===== src/rtl/src2_operand_decoder.sv =====
// Multi-cycle ARM data-processing Src2 decoder/shifter: one bit position per cycle.
// Optional macro SRC2_RRX_EN makes immediate-shift ROR #0 behave as RRX.
module src2_operand_decoder #(
    parameter int N = 32
) (
    input  logic         clk,
    input  logic         reset,
    input  logic         start,
    input  logic         i_bit,
    input  logic [11:0]  src2,
    input  logic [N-1:0] rm,
    input  logic [7:0]   rs_lo,
    input  logic         carry_in,
    output logic         busy,
    output logic         done,
    output logic [N-1:0] result,
    output logic         carry_out
);

    localparam int CW = $clog2(N) + 1;

    typedef enum logic [1:0] {IDLE, SHIFT, DONE} state_t;
    typedef enum logic [1:0] {OP_LSL, OP_LSR, OP_ASR, OP_ROR} shift_op_t;

    state_t         state;
    shift_op_t      op;
    logic [CW-1:0]  cnt;
    logic [N-1:0]   opnd;
    logic           cy;
    logic           over;

    shift_op_t      dec_op;
    logic [CW-1:0]  dec_cnt;
    logic [N-1:0]   dec_opnd;
    logic           dec_carry;
    logic           dec_over;
`ifdef SRC2_RRX_EN
    logic           rrx;
    logic           dec_rrx;
`endif

    // NOTE: every signal gets a default before any branch so no latch is inferred.
    always_comb begin
        dec_opnd  = rm;
        dec_op    = shift_op_t'(src2[6:5]);
        dec_cnt   = '0;
        dec_carry = carry_in;
        dec_over  = 1'b0;
`ifdef SRC2_RRX_EN
        dec_rrx   = 1'b0;
`endif
        if (i_bit) begin
            dec_opnd = {{(N-8){1'b0}}, src2[7:0]};
            dec_op   = OP_ROR;
            dec_cnt  = CW'({src2[11:8], 1'b0});
        end else if (!src2[4]) begin
            dec_cnt = CW'(src2[11:7]);
            if (src2[11:7] == 5'd0) begin
                case (dec_op)
                    OP_LSR, OP_ASR: dec_cnt = CW'(N);
`ifdef SRC2_RRX_EN
                    OP_ROR: begin
                        dec_cnt = CW'(1);
                        dec_rrx = 1'b1;
                    end
`endif
                    default: ;
                endcase
            end
        end else if (rs_lo != 8'd0) begin
            if (dec_op == OP_ROR) begin
                dec_cnt = CW'(32'(rs_lo) % N);
                // A nonzero multiple of N rotates fully: value unchanged, carry is the top bit.
                if ((32'(rs_lo) % N) == 0)
                    dec_carry = rm[N-1];
            end else if (32'(rs_lo) > N) begin
                dec_cnt  = CW'(N);
                dec_over = 1'b1;
            end else begin
                dec_cnt = CW'(rs_lo);
            end
        end
    end

    // NOTE: sequential state uses non-blocking assignments so all registers update together.
    always_ff @(posedge clk or negedge reset) begin
        if (!reset) begin
            state     <= IDLE;
            op        <= OP_LSL;
            cnt       <= '0;
            opnd      <= '0;
            cy        <= 1'b0;
            over      <= 1'b0;
            busy      <= 1'b0;
            done      <= 1'b0;
            result    <= '0;
            carry_out <= 1'b0;
`ifdef SRC2_RRX_EN
            rrx       <= 1'b0;
`endif
        end else begin
            done <= 1'b0;
            unique case (state)
                IDLE: begin
                    if (start) begin
                        opnd  <= dec_opnd;
                        op    <= dec_op;
                        cnt   <= dec_cnt;
                        cy    <= dec_carry;
                        over  <= dec_over;
`ifdef SRC2_RRX_EN
                        rrx   <= dec_rrx;
`endif
                        busy  <= 1'b1;
                        state <= SHIFT;
                    end
                end
                SHIFT: begin
                    if (cnt != '0) begin
                        cnt <= cnt - CW'(1);
                        unique case (op)
                            OP_LSL: begin
                                cy   <= opnd[N-1];
                                opnd <= {opnd[N-2:0], 1'b0};
                            end
                            OP_LSR: begin
                                cy   <= opnd[0];
                                opnd <= {1'b0, opnd[N-1:1]};
                            end
                            OP_ASR: begin
                                cy   <= opnd[0];
                                opnd <= {opnd[N-1], opnd[N-1:1]};
                            end
                            OP_ROR: begin
                                cy <= opnd[0];
`ifdef SRC2_RRX_EN
                                opnd <= {(rrx ? cy : opnd[0]), opnd[N-1:1]};
`else
                                opnd <= {opnd[0], opnd[N-1:1]};
`endif
                            end
                        endcase
                    end else begin
                        result    <= opnd;
                        carry_out <= (over && (op == OP_LSL || op == OP_LSR)) ? 1'b0 : cy;
                        busy      <= 1'b0;
                        done      <= 1'b1;
                        state     <= DONE;
                    end
                end
                DONE: state <= IDLE;
                default: state <= IDLE;
            endcase
        end
    end

endmodule


===== config.mk =====
export PLATFORM = sky130hd
export DESIGN_NAME = src2_operand_decoder
export DESIGN_NICKNAME = d
export VERILOG_FILES = /design/src/rtl/src2_operand_decoder.sv
export SDC_FILE = /design/constraint.sdc
export NUM_CORES = 1
export LEC_CHECK = 0
export ABC_AREA = 1
export CAP_MARGIN = 10
export CORE_MARGIN = 2
export CORE_UTILIZATION = 35
export DETAILED_ROUTE_END_ITERATION = 8
export DONT_BUFFER_PORTS = 1
export PLACE_DENSITY_LB_ADDON = 0.1
export SYNTH_ARGS = -nofsm -noshare
export SYNTH_HDL_FRONTEND = slang
export SYNTH_SLANG_ARGS = --single-unit

===== constraint.sdc =====
create_clock -name clk -period 3.25 [get_ports clk]
set_input_delay 0.975 -clock clk [delete_from_list [all_inputs] [get_ports clk]]
set_output_delay 0.975 -clock clk [all_outputs]
set_load 0.01 [all_outputs]

==> impl_results.md <==
- Post-synthesis area per instance: 7.999 sq um
- Drt total wl: 9.744 mm
- Logic pwr share: 0.382
- Vias: 3,190
- Fin worst setup slack: 1.083 ns
- Number of I/O port buffers: 0
- Post-DP HPWL: 6.784 mm
- H-tree levels: 3
- Pleak: 1.967 nW
- Post-CTS Setup Inserts: 0
- Post-route antenna net violation count: 0
- Worst EP arrival: 2.42 ns
- Number of top-level pins: 92
- Status: finished clean
- First-pass DRT Iterations: 4
- Via/cell ratio: 5.055
- Worst EP required: 3.50 ns
- Inserted Clock Buffers: 9
- Worst R2R Setup Slack: 1.08 ns
- Worst hold path class: in -> async
- Startpoint Class: flip-flop
- Setup violators final: 0
- CTS root buf: clkbuf_16
- DIE AREA: 12,160 sq um
- Worst-Skew Late Latency: 0.33 ns
- Relative slew slack: 0.5769
- Setup TNS: 0 ns
- Max Buffers Root-to-Sink: 2
- Synth area leaders: dfrtp_1, a21oi_1, nor2_1
- Layout overhead on the synthesized area: 10.20%
- Fin crit share: 0.6668
- P per Cell Area: 1135 nW/um^2
- Share of layout cells above drive strength 1: 0.06925
- Sequential-to-total area share from yosys stat: 0.5003
- Residual DRC: 0
- Minimum clock period: 2.167 ns
- Post-synthesis register bit count: 79
- Total track usage: 0.1717
- Initial DRC Count: 130
- Core area: 10,940 sq um
- Diode count: 0
- Post-CTS Resized: 0
- Synth area leader: dfrtp_1
- Grt ovf: 0
- Post-Place Setup Slack: 1.020 ns
- Final core utilization: 0.3982
- Skew final: 0.007030 ns
- Power Total: 0.004941 W
- Clock network power share: 0.214
- Initial core utilization: 0.3613
- Crit Path Max Fanout: 35
- Fmax achieved: 461.5 MHz
- Global-route wire length before repair: 15.97 mm
- Mapped cell area: 3951 sq um
- Internal Pwr Total: 0.002886 W
- GPL Wtd Cong: 0.7970
- Commonest non-fill, non-tap cell in the layout: nor2_1
- Pin count of the biggest net entering global routing: 80
- RSZ-0062 raised after global routing: no
- Initial antenna violation count: 0
- CTS tree: done
- Clk sinks: 79
- Flop pwr share: 0.404
- Syn_nets: 554
- Avg WL per Cell: 15.44 microns
- Post-Syn Instances: 494
- Yosys warns: 0
- # hold bufs at CTS: 0
- Die X: 110.3 microns
- Switching Share: 0.4159
- Most frequent cells in the layout: nor2_1, dfrtp_1, nand2_1, a21oi_1, inv_1
- Nets: 546
- Synth unique cells: 28
- Total of max-cap violations: 0
- Number of global-route vias before repair: 3,210
- CP endpoint kind: flip-flop
- Clock-pin transition on the worst setup and hold timing paths: 0.06 ns
- Worst-margin pin slew: 0.6325 ns
- Synth top area share: 0.5003
- Final Hold Vio Count: 0
- Die Span Y: 110.3 microns
- Final max-slew violation count: 0
- VDD IR max: 0.4048 mV
- Sw power: 0.002055 W
- Kind of critical path: reg -> reg
- Core Rows: 38
-- synth_stat cells (all sizes together) --
cell type and instances:
a21oi 66, a22oi 1, a31oi 30, buf 19, clkbuf 7, dfrtp 79, ha 3, inv 51
mux2 4, nand2 68, nand3 15, nand3b 1, nand4 3, nor2 93, nor3 1, o211ai 4
o21ai 46, o22ai 1, o31ai 1, xnor2 1
-- cell families (layout without fill, tap and decap cells) --
group                      after synthesis  in the layout  synth area share
and+or+nand+nor                        181            181            0.1913
AOI/OAI and AO/OA                      149            149            0.2023
DFF                                     79             79            0.5003
buffers and inverters                   77             74           0.08296
muxes                                    4              4           0.01140
adders and majority gates                3              3          0.009501
xor gates and xnor gates                 1              1          0.002217
-- worst max-delay path, stage by stage, from the launching register on --
cell	delay (ns)
dfrtp_1	0.40
nor2_4	0.46
nand2_1	0.13
nand2_2	0.49
buf_4	0.35
nor2_1	0.07
a31oi_1	0.16
-- layout make-up --
cell class / instances / area [sq um]
clock inverters: 4 / 70.07
fillers: 1173 / 6581
inverters: 51 / 191.4
well taps: 140 / 175.2
repair buffers: 7 / 52.55
multi-input cells: 338 / 1652
flip-flops and latches: 79 / 1977
clock buffers: 12 / 236.5
-- path summary, 6_finish.rpt --
check | cells after the start | start | to
worst max-delay path | 6 | state[1] | opnd[9]
worst min register to register | 2 | cnt[1] | cnt[1]
max in group asynchronous | 0 | reset | result[26]
worst min-delay path | 0 | reset | result[15]
min in group clk | 2 | cnt[1] | cnt[1]
worst max register to register | 6 | state[1] | opnd[9]
-- power groups by stage --
stage               Sequential, W  Clock, W  Combinational [W]
global route              0.00208   0.00113            0.00222
floorplan                 0.00189         0            0.00160
CTS                       0.00200   0.00108            0.00192
finish                    0.00200   0.00106            0.00189
detailed placement        0.00202         0            0.00191
global placement          0.00201         0            0.00187
-- routing by layer --
layer / vias to the layer above / share of wire / GRT usage
li1: 1623 / - / -
met1: 1462 / 0.47 / 0.2244
met2: 93 / 0.45 / 0.2691
met3: 12 / 0.066 / 0.05291
met4: 0 / 0.016 / 0.06161
met5: - / 0 / 0
-- per-stage QoR --
stage | hold slack, ns | instances | instance area, sq um
2_1_floorplan | 0.4692 | 494 | 3951
3_3_place_gp | 0.4920 | 615 | 4048
3_5_place_dp | 0.4958 | 615 | 4048
4_1_cts | 0.3233 | 631 | 4354
5_1_grt | 0.3212 | 631 | 4354
6_report | 0.3341 | 631 | 4354
-- flip-flops by register name, summed over array words and instances, names as in the netlist --
register   cells
busy           1
carry_out      1
cnt            6
cy             1
done           1
op             2
opnd          32
over           1
result        32
state          2
Power figures use the tool's default switching activity.
